### src/rtl/axi_write_master_pkg.sv
// Shared AXI4 encodings for the write bridge and its slave counterpart.
package axi_write_master_pkg;

   localparam logic [1:0] RSP_OKAY   = 2'b00;
   localparam logic [1:0] RSP_EXOKAY = 2'b01;
   localparam logic [1:0] RSP_SLVERR = 2'b10;
   localparam logic [1:0] RSP_DECERR = 2'b11;

   localparam logic [1:0] BURST_FIXED = 2'b00;
   localparam logic [1:0] BURST_INCR  = 2'b01;
   localparam logic [1:0] BURST_WRAP  = 2'b10;

   // AxSIZE encoding for a full-width beat
   function automatic logic [2:0] axsize(int dw);
      return 3'($clog2(dw / 8));
   endfunction

endpackage

### src/rtl/axi_write_master_if.sv
// AXI4 write-only channel bundle (AW, W, B) with master/slave views.
interface axi_write_master_if #(
   parameter int ADDR_WIDTH = 32,
   parameter int DATA_WIDTH = 32,
   parameter int ID_WIDTH   = 1
);
   logic                    awready;
   logic                    awvalid;
   logic [ADDR_WIDTH-1:0]   awaddr;
   logic [ID_WIDTH-1:0]     awid;
   logic [7:0]              awlen;
   logic [2:0]              awsize;
   logic [1:0]              awburst;
   logic                    wready;
   logic                    wvalid;
   logic [DATA_WIDTH-1:0]   wdata;
   logic [DATA_WIDTH/8-1:0] wstrb;
   logic                    wlast;
   logic                    bready;
   logic                    bvalid;
   logic [ID_WIDTH-1:0]     bid;
   logic [1:0]              bresp;

   modport master (
      input  awready, output awvalid, awaddr, awid, awlen, awsize, awburst,
      input  wready,  output wvalid, wdata, wstrb, wlast,
      output bready,  input  bvalid, bid, bresp
   );

   modport slave (
      output awready, input  awvalid, awaddr, awid, awlen, awsize, awburst,
      output wready,  input  wvalid, wdata, wstrb, wlast,
      input  bready,  output bvalid, bid, bresp
   );
endinterface

### src/rtl/axi_write_master_burst_buffer.sv
// Burst staging storage: one synchronous write port, one asynchronous read port.
module axi_write_master_burst_buffer #(
   parameter int DEPTH      = 16,
   parameter int DATA_WIDTH = 32,
   parameter int AW         = (DEPTH > 1) ? $clog2(DEPTH) : 1
) (
   input  logic                  clk,
   input  logic                  we,
   input  logic [AW-1:0]         waddr,
   input  logic [DATA_WIDTH-1:0] wdata,
   input  logic [AW-1:0]         raddr,
   output logic [DATA_WIDTH-1:0] rdata
);
   logic [DATA_WIDTH-1:0] mem [DEPTH];

   // Contents need no reset: a burst is always written before it is read.
   always_ff @(posedge clk)
      if (we) mem[waddr] <= wdata;

   assign rdata = mem[raddr];
endmodule

### src/rtl/axi_write_master.sv
// Stream-to-AXI write bridge: buffers up to BURST_LEN beats, then issues one
// FIXED burst to a single address and checks the B response.
module axi_write_master
   import axi_write_master_pkg::*;
#(
   parameter int                    ADDR_WIDTH = 32,
   parameter int                    DATA_WIDTH = 32,
   parameter int                    ID_WIDTH   = 1,
   parameter logic [ADDR_WIDTH-1:0] ADDRESS    = '0,
   parameter logic [ID_WIDTH-1:0]   AXI_ID     = '0,
   parameter int                    BURST_LEN  = 16
) (
   input  logic                  clk,
   input  logic                  reset,
   output logic                  input_ready,
   input  logic                  input_valid,
   input  logic [DATA_WIDTH-1:0] input_data,
   input  logic                  input_last,
   axi_write_master_if.master    m_axi,
   output logic                  busy,
   output logic                  resp_error,
   output logic [15:0]           error_count
);
   localparam int CW = $clog2(BURST_LEN + 1);
   localparam int AW = (BURST_LEN > 1) ? $clog2(BURST_LEN) : 1;

   typedef enum logic [1:0] {FILL, SEND, RESP} state_t;

   state_t                state;
   logic [CW-1:0]         count, rd_ptr, count_nxt;
   logic [7:0]            awlen;
   logic                  aw_done, w_done;
   logic                  awvalid, wvalid, bready;
   logic                  accept, aw_hs, w_hs, last_hs, b_hs, wlast, bad_rsp;
   logic [DATA_WIDTH-1:0] rd_data;

   assign input_ready = reset && (state == FILL);
   assign accept      = input_valid && input_ready;
   assign count_nxt   = count + 1'b1;
   assign wlast       = 9'(rd_ptr) == {1'b0, awlen};
   assign aw_hs       = awvalid && m_axi.awready;
   assign w_hs        = wvalid && m_axi.wready;
   assign last_hs     = w_hs && wlast;
   assign b_hs        = bready && m_axi.bvalid;
   assign bad_rsp     = (m_axi.bresp != RSP_OKAY) || (m_axi.bid != AXI_ID);

   axi_write_master_burst_buffer #(
      .DEPTH      (BURST_LEN),
      .DATA_WIDTH (DATA_WIDTH),
      .AW         (AW)
   ) u_buf (
      .clk   (clk),
      .we    (accept),
      .waddr (count[AW-1:0]),
      .wdata (input_data),
      .raddr (rd_ptr[AW-1:0]),
      .rdata (rd_data)
   );

   always_ff @(posedge clk or negedge reset) begin
      if (!reset) begin
         state       <= FILL;
         count       <= '0;
         rd_ptr      <= '0;
         awlen       <= '0;
         aw_done     <= 1'b0;
         w_done      <= 1'b0;
         awvalid     <= 1'b0;
         wvalid      <= 1'b0;
         bready      <= 1'b0;
         resp_error  <= 1'b0;
         error_count <= '0;
      end else begin
         resp_error <= 1'b0;
         case (state)
            FILL: if (accept) begin
               count <= count_nxt;
               if (count_nxt == CW'(BURST_LEN) || input_last) begin
                  state   <= SEND;
                  awlen   <= 8'(count_nxt - 1'b1);
                  awvalid <= 1'b1;
                  wvalid  <= 1'b1;
               end
            end
            SEND: begin
               if (aw_hs) begin
                  aw_done <= 1'b1;
                  awvalid <= 1'b0;
               end
               if (w_hs) begin
                  rd_ptr <= rd_ptr + 1'b1;
                  if (wlast) begin
                     w_done <= 1'b1;
                     wvalid <= 1'b0;
                  end
               end
               // W may finish before AW; wait for both before accepting B
               if ((aw_done || aw_hs) && (w_done || last_hs)) begin
                  state  <= RESP;
                  bready <= 1'b1;
               end
            end
            RESP: if (b_hs) begin
               state      <= FILL;
               bready     <= 1'b0;
               count      <= '0;
               rd_ptr     <= '0;
               aw_done    <= 1'b0;
               w_done     <= 1'b0;
               resp_error <= bad_rsp;
               if (bad_rsp && error_count != 16'hFFFF)
                  error_count <= error_count + 16'd1;
            end
            default: state <= FILL;
         endcase
      end
   end

   assign busy = (state != FILL) || (count != '0);

   assign m_axi.awvalid = awvalid;
   assign m_axi.awaddr  = ADDRESS;
   assign m_axi.awid    = AXI_ID;
   assign m_axi.awlen   = awlen;
   assign m_axi.awsize  = axsize(DATA_WIDTH);
   assign m_axi.awburst = BURST_FIXED;
   assign m_axi.wvalid  = wvalid;
   assign m_axi.wdata   = rd_data;
   assign m_axi.wstrb   = '1;
   assign m_axi.wlast   = wlast;
   assign m_axi.bready  = bready;
endmodule

### src/flat_wrapper.sv
// flat-port wrapper written by rule: the top's interface ports become plain ports
module axi_write_master_flat import axi_write_master_pkg::*;
#(
   parameter int                    ADDR_WIDTH = 32,
   parameter int                    DATA_WIDTH = 32,
   parameter int                    ID_WIDTH   = 1,
   parameter logic [ADDR_WIDTH-1:0] ADDRESS    = '0,
   parameter logic [ID_WIDTH-1:0]   AXI_ID     = '0,
   parameter int                    BURST_LEN  = 16
)
  (clk, reset, input_ready, input_valid, input_data, input_last, busy, resp_error, error_count, m_axi_awready, m_axi_awvalid, m_axi_awaddr, m_axi_awid, m_axi_awlen, m_axi_awsize, m_axi_awburst, m_axi_wready, m_axi_wvalid, m_axi_wdata, m_axi_wstrb, m_axi_wlast, m_axi_bready, m_axi_bvalid, m_axi_bid, m_axi_bresp);
  axi_write_master_if #(.ADDR_WIDTH(ADDR_WIDTH), .DATA_WIDTH(DATA_WIDTH), .ID_WIDTH(ID_WIDTH)) m_axi_i ();
  input  logic clk;
  input  logic reset;
  output logic input_ready;
  input  logic input_valid;
  input  logic [DATA_WIDTH-1:0] input_data;
  input  logic input_last;
  output logic busy;
  output logic resp_error;
  output logic [15:0] error_count;
  input wire logic [$bits(m_axi_i.awready)-1:0] m_axi_awready;
  output wire logic [$bits(m_axi_i.awvalid)-1:0] m_axi_awvalid;
  output wire logic [$bits(m_axi_i.awaddr)-1:0] m_axi_awaddr;
  output wire logic [$bits(m_axi_i.awid)-1:0] m_axi_awid;
  output wire logic [$bits(m_axi_i.awlen)-1:0] m_axi_awlen;
  output wire logic [$bits(m_axi_i.awsize)-1:0] m_axi_awsize;
  output wire logic [$bits(m_axi_i.awburst)-1:0] m_axi_awburst;
  input wire logic [$bits(m_axi_i.wready)-1:0] m_axi_wready;
  output wire logic [$bits(m_axi_i.wvalid)-1:0] m_axi_wvalid;
  output wire logic [$bits(m_axi_i.wdata)-1:0] m_axi_wdata;
  output wire logic [$bits(m_axi_i.wstrb)-1:0] m_axi_wstrb;
  output wire logic [$bits(m_axi_i.wlast)-1:0] m_axi_wlast;
  output wire logic [$bits(m_axi_i.bready)-1:0] m_axi_bready;
  input wire logic [$bits(m_axi_i.bvalid)-1:0] m_axi_bvalid;
  input wire logic [$bits(m_axi_i.bid)-1:0] m_axi_bid;
  input wire logic [$bits(m_axi_i.bresp)-1:0] m_axi_bresp;
  assign m_axi_i.awready = m_axi_awready;
  assign m_axi_awvalid = m_axi_i.awvalid;
  assign m_axi_awaddr = m_axi_i.awaddr;
  assign m_axi_awid = m_axi_i.awid;
  assign m_axi_awlen = m_axi_i.awlen;
  assign m_axi_awsize = m_axi_i.awsize;
  assign m_axi_awburst = m_axi_i.awburst;
  assign m_axi_i.wready = m_axi_wready;
  assign m_axi_wvalid = m_axi_i.wvalid;
  assign m_axi_wdata = m_axi_i.wdata;
  assign m_axi_wstrb = m_axi_i.wstrb;
  assign m_axi_wlast = m_axi_i.wlast;
  assign m_axi_bready = m_axi_i.bready;
  assign m_axi_i.bvalid = m_axi_bvalid;
  assign m_axi_i.bid = m_axi_bid;
  assign m_axi_i.bresp = m_axi_bresp;
  axi_write_master #(.ADDR_WIDTH(ADDR_WIDTH), .DATA_WIDTH(DATA_WIDTH), .ID_WIDTH(ID_WIDTH), .ADDRESS(ADDRESS), .AXI_ID(AXI_ID), .BURST_LEN(BURST_LEN)) u_core (.clk(clk), .reset(reset), .input_ready(input_ready), .input_valid(input_valid), .input_data(input_data), .input_last(input_last), .m_axi(m_axi_i), .busy(busy), .resp_error(resp_error), .error_count(error_count));
endmodule
### config.mk
export PLATFORM = sky130hd
export DESIGN_NAME = axi_write_master_flat
export DESIGN_NICKNAME = d
export VERILOG_FILES = /design/src/rtl/axi_write_master_pkg.sv /design/src/rtl/axi_write_master_if.sv /design/src/rtl/axi_write_master_burst_buffer.sv /design/src/rtl/axi_write_master.sv /design/src/flat_wrapper.sv
export SDC_FILE = /design/constraint.sdc
export NUM_CORES = 1
export LEC_CHECK = 0
export BUFFER_PORTS_ARGS = -buffer_cell sky130_fd_sc_hd__buf_2
export CORE_MARGIN = 1
export CORE_UTILIZATION = 45
export CTS_BUF_LIST = sky130_fd_sc_hd__clkbuf_16
export DETAILED_ROUTE_END_ITERATION = 10
export RECOVER_POWER = 25
export SYNTH_ARGS = -nofsm -noshare
export SYNTH_HDL_FRONTEND = slang
export SYNTH_HIERARCHICAL = 1
export SYNTH_SLANG_ARGS = --single-unit
### constraint.sdc
create_clock -name clk -period 10.09 [get_ports clk]
set_input_delay 1.5135 -clock clk [delete_from_list [all_inputs] [get_ports clk]]
set_output_delay 1.5135 -clock clk [all_outputs]
set_load 0.02 [all_outputs]
=== After elaboration in Yosys (flattened, before gate mapping) ===
Memory sizes are Yosys's and may differ from the RTL's.
Cells that the tools add are included.

* Flip-flop bits (word level): 42
* Memory bits (writable): 512
* Bits of input ports: 42
* Memories kept: 1

{| class="wikitable"
|+ Memory list
! memory !! words !! width !! rd ports !! clocked after Yosys merged registers in !! wr ports !! line !! source
|-
| u_core.u_buf.mem || 16 || 32 || 1 || 0 || 1 || axi_write_master_burst_buffer.sv:14 || <nowiki>logic [DATA_WIDTH-1:0] mem [DEPTH];</nowiki>
|}

* $add $sub $neg: 4
* Equal/unequal tests: 12
* Multiplexer cells: 29
* Reductions and logical operators: 30

{| class="wikitable"
|+ Operator list
! cell !! count
|-
| $pmux 5 s2 || 2
|-
| $reduce_and 3->1 || 6
|-
| $add 16x1->16 const B || 1
|-
| $ne 16x16->1 const B || 1
|-
| $mux 5 || 3
|-
| $mux 1 || 14
|-
| $ne 2x1->1 const B || 6
|-
| $reduce_and 4->1 || 3
|-
| $add 5x1->5 const B || 2
|-
| $pmux 1 s2 || 5
|-
| $reduce_bool 2->1 || 5
|-
| $eq 5x8->1 || 1
|-
| $logic_and 1x1->1 || 8
|-
| $mux 2 || 4
|-
| $pmux 2 s3 || 1
|-
| $sub 5x1->6 const B || 1
|-
| $eq 5x5->1 const B || 1
|-
| $logic_or 1x1->1 || 5
|-
| $reduce_and 5->1 || 1
|-
| $reduce_bool 5->1 || 1
|-
| $eq 2x1->1 const B || 1
|-
| $eq 2x2->1 const B || 1
|-
| $logic_not 2->1 || 1
|-
| $ne 2x2->1 const B || 1
|}

=== Depth between registers and ports, before layout ===
Gate-level depths: netlist (run 1).

* Word-level depth: 6
* Gate-level depth with buffers: 7
* Gate-level depth less buffers: 6

=== By module ===
The synthesis (run 1) kept the hierarchy.

{| class="wikitable"
|+ By module, submodules not included
! module !! times used !! cells an instance !! area each (um2)
|-
| axi_write_master_burst_buffer || 1 || 806 || 19194.7
|-
| axi_write_master || 1 || 245 || 2426.1
|}

=== Worst setup path after synthesis (run 1) ===
Ideal clock, no wire load.

* Kind: input-to-reg
* From: input input_valid
* To: memory u_core.u_buf.mem[0][0] (enable)
* Setup time: 0.461 ns
* Data arrival time: 4.448 ns
* Slack: 5.181 ns
* Stages on the path: 4
* Buffers on the path: 0
* Path through: nand3_1 > inv_1 > or3b_2 > nor3_1

* Word-level cells in the longest chain between the ends: 3

{| class="wikitable"
|+ RTL lines
! item !! line !! source
|-
| from (decl) || flat_wrapper.sv:16 || <nowiki>input logic input_valid;</nowiki>
|-
| $logic_and 1x1->1 || axi_write_master.sv:38 || <nowiki>assign accept = input_valid && input_ready;</nowiki>
|-
| named net u_core.accept || axi_write_master.sv:34 || <nowiki>logic accept, aw_hs, w_hs, last_hs, b_hs, wlast, bad_rsp;</nowiki>
|-
| $mux 1 || axi_write_master_burst_buffer.sv:18 || <nowiki>if (we) mem[waddr] <= wdata;</nowiki>
|-
| $mux 1 (implied by the code) || axi_write_master_burst_buffer.sv:18 ||
|-
| to (decl) || axi_write_master_burst_buffer.sv:14 ||
|}

The timed path passes the listed nets, and every way through them passes these cells.

=== Worst setup path in the final report (run 1) ===
* From: register u_core.rd_ptr[1]
* To: output m_axi_wdata[4]

* Word-level cells in the longest chain between the ends: 1

{| class="wikitable"
|+ RTL lines
! item !! line !! source
|-
| from (decl) || axi_write_master.sv:30 || <nowiki>logic [CW-1:0] count, rd_ptr, count_nxt;</nowiki>
|-
| from (signal assigned) || axi_write_master.sv:91 || <nowiki>rd_ptr <= rd_ptr + 1'b1;</nowiki>
|-
| $mem_v2 16x32 || n/a ||
|-
| to (decl) || flat_wrapper.sv:31 || <nowiki>output wire logic [$bits(m_axi_i.wdata)-1:0] m_axi_wdata;</nowiki>
|}

Every way passes these cells.

==> results of run 1 <==
## per-layer routing
| layer | vias up | GRT usage, % | part of all wire [%] |
|---|---|---|---|
| met5 | - | 0 | 0.030 |
| met4 | 2 | 5.640 | 1.9 |
| met3 | 59 | 3.346 | 4.9 |
| met2 | 248 | 28.76 | 49 |
| met1 | 5329 | 25.00 | 44 |
| li1 | 4463 | - | - |
## final timing paths
path                       depth (start not counted)                       to  slack [ps]                   start
hold / removal                                     1   u_core/error_count[15]         500  u_core/error_count[15]
max in group asynchronous                          2         u_core/rd_ptr[1]        8690                   reset
setup reg to reg                                   5  u_core/u_buf/mem[3][13]        6940         u_core/state[1]
hold reg to reg                                    1   u_core/error_count[15]         500  u_core/error_count[15]
setup / recovery                                   5           m_axi_wdata[4]        5280        u_core/rd_ptr[1]
min in group asynchronous                          2   u_core/error_count[15]         980                   reset
## synth_stat cells, types with 2 or more instances
library cell | n | area share [%]
nor4b_1 | 2 | 0.081
nand4_1 | 7 | 0.20
clkbuf_1 | 20 | 0.35
nand3_1 | 13 | 0.30
xnor2_1 | 14 | 0.57
a22oi_1 | 64 | 2.2
nor4_4 | 2 | 0.20
buf_2 | 8 | 0.19
dfrtp_1 | 40 | 4.6
edfxtp_1 | 512 | 71
xor2_1 | 14 | 0.57
nand2_1 | 51 | 0.89
a32o_1 | 2 | 0.093
nor2_1 | 28 | 0.49
a21oi_1 | 6 | 0.14
nand3b_1 | 2 | 0.069
and3_1 | 3 | 0.087
buf_4 | 54 | 1.9
o21ai_0 | 11 | 0.25
nand2b_1 | 4 | 0.12
conb_1 | 2 | 0.035
buf_1 | 10 | 0.17
and4b_1 | 2 | 0.093
and2_1 | 3 | 0.087
nor2b_1 | 3 | 0.087
ha_1 | 5 | 0.29
nor3_1 | 8 | 0.19
mux4_2 | 128 | 13
inv_1 | 8 | 0.14
mux2_2 | 6 | 0.31
## cells by family after synthesis
family                     share of synthesized area [%]
DFF                                                75.74
and+or+nand+nor                                    3.223
muxes                                              13.65
buffers and inverters                              2.772
AOI/OAI and AO/OA                                  3.160
xor gates and xnor gates                           1.134
adders and majority gates                         0.2894
other                                            0.03474
## per-stage QoR
stage          total power [mW]  instances  util, %
2_1_floorplan             3.696       1091        -
3_3_place_gp              4.128       1725    48.47
3_5_place_dp              4.129       1725    48.47
4_1_cts                   6.032       1823    52.02
5_1_grt                   6.186       1823    51.96
6_report                  5.948       1823    51.96
## worst max-delay path, stage by stage, from the launching register on
cell     delay [ps]
dfrtp_4        1010
buf_4           670
mux4_2          420
a22oi_1         260
nand2_1         140
buf_2           180
## area by class of cell
cell class / instances / area, sq um
clock inverters: 43 / 292.8
flip-flops and latches: 552 / 16380
repair buffers: 120 / 624.3
multi-input cells: 438 / 4930
fillers: 3712 / 22560
well taps: 607 / 759.5
clock buffers: 55 / 1376
inverters: 8 / 30.03
## where the power goes
part           internal, mW  switching [mW]
Sequential             2.51          0.0796
Combinational         0.640           0.812
Clock                  1.08           0.821
Total                  4.24            1.71
## registers in the layout (all words and copies together) (netlist names)
signal and count:
u_core/state 2, u_core/aw_done 1, u_core/rd_ptr 5, u_core/m_axi.bready 1
u_core/error_count 16, u_core/u_buf/mem 512, u_core/m_axi.awlen 6, u_core/w_done 1
u_core/m_axi.awvalid 1, u_core/resp_error 1, u_core/m_axi.wvalid 1, u_core/count 5
==> run_results.csv, run 1 <==
group,metric,value,unit
clock_tree,clock_path_buffers,3,
power_and_ir_drop,leakagePower,8.162,nW
synthesis,yosysSeqAreaShare,75.74,%
global_route,grt_pass1_wl,65690,um
clock_tree,clock_latency,590,ps
power_and_ir_drop,power_density,243.8,nW/um^2
cells_and_area,antenna_cells,0,
worst_setup_path,arrival,3300,ps
timing,setup_ws,5277,ps
placed_design,hpwl,23480,um
route,vias,10100,
synthesis,synthArstFlopShare,7.246,%
clock_tree,htree_levels,2,
cells_and_area,layout_common_cells,"512 x edfxtp_1, 128 x mux4_2, 81 x buf_2, 64 x a22oi_1, 55 x clkbuf_16",
worst_setup_path,startpoint_type,"flop",
die,die_area,48930,sq um
global_route,grt_max_degree,117,
synthesis,yosys_register_bits,552,
clock_tree,root_buffer,"clkbuf_16",
die,core,46950,sq um
route,drtIter0Drc,644,
cells_and_area,final_common_cell,"edfxtp_1",
clock_tree,cts_hold_buf,0,
worst_hold_path,hp-class,"reg2reg",
timing,holdWs,499.0,ps
timing,clock.fmax,0.2078,GHz
clock_tree,clkSinkCount,552,
global_route,grt_pass1_vias,10580,
clock_tree,clkTransAtPathRegs,60,ps
worst_setup_path,end_kind,"output pin",
worst_setup_path,crit_fanout,55,
synthesis,syn_area,21620,sq um
placed_design,io_buffer_count,104,
timing,rsz0062_at_grt,"false",
status,status,"finished clean",
cells_and_area,drive_above_1_share,27.38,%
synthesis,netlist_instances,1051,
timing,fin_crit_sh,47.70,%
timing,finalSetupTns,0,ps
route,route.detailed.drc,0,
worst_setup_path,crit_type,"reg2out",
die,chipWidth,221.2,um
clock_tree,cts_setup_buffers,0,
synthesis,yosysUniqueCellTypes,49,
synthesis,synthFlopType,"edfxtp_1",
route,drt-vias-per-instance,5.541,
timing,worst_pin_slew,1261,ps
worst_setup_path,required,8580,ps
clock_tree,cts.repair.resized,0,
synthesis,synth_edf_count,512,
clock_tree,numCtsBuffers,55,
timing,hold_violations,0,
route,drt-total-wl,43020,um
die,rows,79,
synthesis,yosysWarnings,6,
placed_design,place_ws,5345,ps
route,wl_per_cell,23.60,um
die,io_pins,147,
global_route,antenna_found_initial,1,
timing,period_minus_slack,4813,ps
timing,setup_viol,0,
die,die_y,221.2,um
placed_design,placed_area,22760,sq um
route,drt-pass1-iter-count,5,
synthesis,syn_avg_cell_area,20.57,sq um
cells_and_area,area_delta_synth_final,12.84,%
timing,slew_headroom,15.70,%
cells_and_area,postLayoutCellArea,24400,sq um
flow_run,maxCapViolCount,0,
timing,final.setup_skew,14.00,ps
cells_and_area,finalNetCount,1222,
timing,slew_violations,0,
die,initial_core_util,46.05,%
clock_tree,cts_tree,"built",
route,antenna_left,0,
power_and_ir_drop,max-vdd-ir-drop,0.2184,mV
placed_design,gp_congestion,0.7290,
global_route,gr-total-overflow,0,
global_route,grt_usage,17.92,%
Power figures use the tool's default switching activity.
==> run 2: changes to the inputs <==
clock period = 4.6 ns   (was 10.09 ns; I/O delays follow)
==> run_results.csv, run 2 (synthesized netlist as in run 1, its figures left out) <==
group,metric,value,unit
status,status,"finished clean",
die,die_y,221.2,um
worst_setup_path,arrival,3030,ps
die,initial_core_util,46.05,%
cells_and_area,postLayoutCellArea,24590,sq um
clock_tree,cts_setup_buffers,0,
die,die_area,48930,sq um
timing,worst_pin_slew,909.6,ps
timing,final.setup_skew,17.05,ps
cells_and_area,drive_above_1_share,28.72,%
die,rows,79,
worst_setup_path,critPathSlowestCell,"dfrtp_4",
cells_and_area,area_delta_synth_final,13.72,%
timing,setup_viol,0,
worst_setup_path,required,3910,ps
global_route,grt_pass1_vias,11140,
power_and_ir_drop,power_density,532.2,nW/um^2
timing,rsz0062_at_grt,"false",
worst_setup_path,startpoint_type,"flop",
cells_and_area,largest_register_ffs,512,
global_route,grt_usage,19.48,%
clock_tree,clock_latency,600,ps
clock_tree,clkSinkCount,552,
global_route,grt_max_degree,87,
clock_tree,cts_hold_buf,0,
placed_design,placed_area,22970,sq um
route,wl_per_cell,25.17,um
timing,finalSetupTns,0,ps
global_route,antenna_found_initial,2,
worst_setup_path,end_kind,"output pin",
placed_design,gp_congestion,0.7607,
route,drtIter0Drc,857,
die,chipWidth,221.2,um
power_and_ir_drop,max-vdd-ir-drop,0.3896,mV
cells_and_area,layout_common_cells,"512 x edfxtp_1, 128 x mux4_2, 81 x buf_2, 64 x a22oi_1, 56 x clkbuf_16",
cells_and_area,fillers,3681,
worst_setup_path,max_stage_delay,820,ps
clock_tree,numCtsBuffers,56,
timing,hold_violations,0,
worst_hold_path,hp-class,"in2async",
die,io_pins,147,
worst_setup_path,crit_type,"reg2out",
clock_tree,htree_levels,2,
die,core,46950,sq um
timing,fin_crit_sh,80.83,%
global_route,gr-total-overflow,0,
worst_setup_path,startpoint,"u_core/rd_ptr[0]",
clock_tree,clkTransAtPathRegs,60,ps
cells_and_area,final_common_cell,"edfxtp_1",
cells_and_area,finalNetCount,1241,
route,route.detailed.drc,0,
clock_tree,root_buffer,"clkbuf_16",
timing,slew_violations,0,
route,drt-pass1-iter-count,5,
route,drt-total-wl,46380,um
worst_setup_path,crit_chain,"buf_4 > mux4_2 > a22oi_1 > nand2_1 > buf_2",
route,antenna_left,0,
cells_and_area,top_regs,"u_core/u_buf/mem: 512 flops, u_core/error_count: 16 flops, u_core/m_axi.awlen: 6 flops",
cells_and_area,top_register,"u_core/u_buf/mem",
clock_tree,cts.repair.resized,0,
route,drt-vias-per-instance,5.659,
cells_and_area,antenna_cells,0,
timing,slew_headroom,39.36,%
timing,clock.fmax,0.2690,GHz
flow_run,maxCapViolCount,0,
global_route,grt_pass1_wl,70390,um
clock_tree,clock_path_buffers,3,
route,vias,10430,
cells_and_area,final_cells,1843,
placed_design,io_buffer_count,104,
worst_setup_path,worst_r2r_startpoint,"u_core/state[1]",
timing,period_minus_slack,3718,ps
placed_design,dp.cells,1743,
placed_design,hpwl,25710,um
clock_tree,cts_tree,"built",
power_and_ir_drop,leakagePower,8.260,nW
worst_setup_path,crit_fanout,27,
==> run 2: cell count changes in the layout (fill, tap and decap cells not counted), sizes merged <==
cell / previous run / this run
buf: 97 / 115
bufinv: 4 / 1
clkbuf: 78 / 79
clkinv: 22 / 28
inv: 22 / 20
==> run 2: power by group <==
group / total (mW) / switching [mW] / internal (mW)
Sequential: 5.66 / 0.154 / 5.51
Clock: 4.11 / 1.85 / 2.26
Combinational: 3.32 / 1.84 / 1.47
Total: 13.1 / 3.84 / 9.24
==> run 2: area by class of cell <==
type,count,area [sq um],share of cell area (%)
timing repair buffer,138,834.6,3.394
tap,607,759.5,3.089
inverter,8,30.03,0.1221
multi-input combinational,438,4930,20.05
clock buffer,56,1401,5.700
clock inverter,44,247.7,1.008
sequential,552,16380,66.64
==> run 2: final timing paths <==
kind                                     endpoint  slack, ps  cells past startpoint
setup / recovery                   m_axi_wdata[5]        880                      5
hold / removal              u_core/error_count[2]        200                      2
setup reg to reg           u_core/u_buf/mem[0][7]       1530                      6
hold reg to reg            u_core/error_count[15]        490                      1
max in group asynchronous        u_core/rd_ptr[0]       4000                      2
min in group clk                   u_core/aw_done        380                      2
==> run 2: layer usage <==
layer	share of wire, %	global-route usage [%]	vias up
li1	-	-	4511
met1	44	27.00	5553
met5	0.058	0	-
met3	5.0	3.678	70
met2	49	31.91	292
met4	2.0	5.008	4
==> run 2: worst max-delay path, delay by kind of cell (launching register included) <==
| kind | cells | cell delay, ps |
|---|---|---|
| DFF | 1 | 820 |
| buffers and inverters | 2 | 600 |
| muxes | 1 | 580 |
| AOI/OAI and AO/OA | 1 | 300 |
| and+or+nand+nor | 1 | 130 |
==> run 2: through the flow <==
stage	hold WS, ps	util [%]	total power [mW]	setup WS (ps)
2_1_floorplan	394.4	-	8.107	514.6
3_3_place_gp	476.8	48.91	9.144	1424
3_5_place_dp	482.2	48.91	9.162	1385
4_1_cts	208.7	52.43	13.28	760.9
5_1_grt	240.5	52.37	13.63	668.0
6_report	201.2	52.37	13.08	881.8
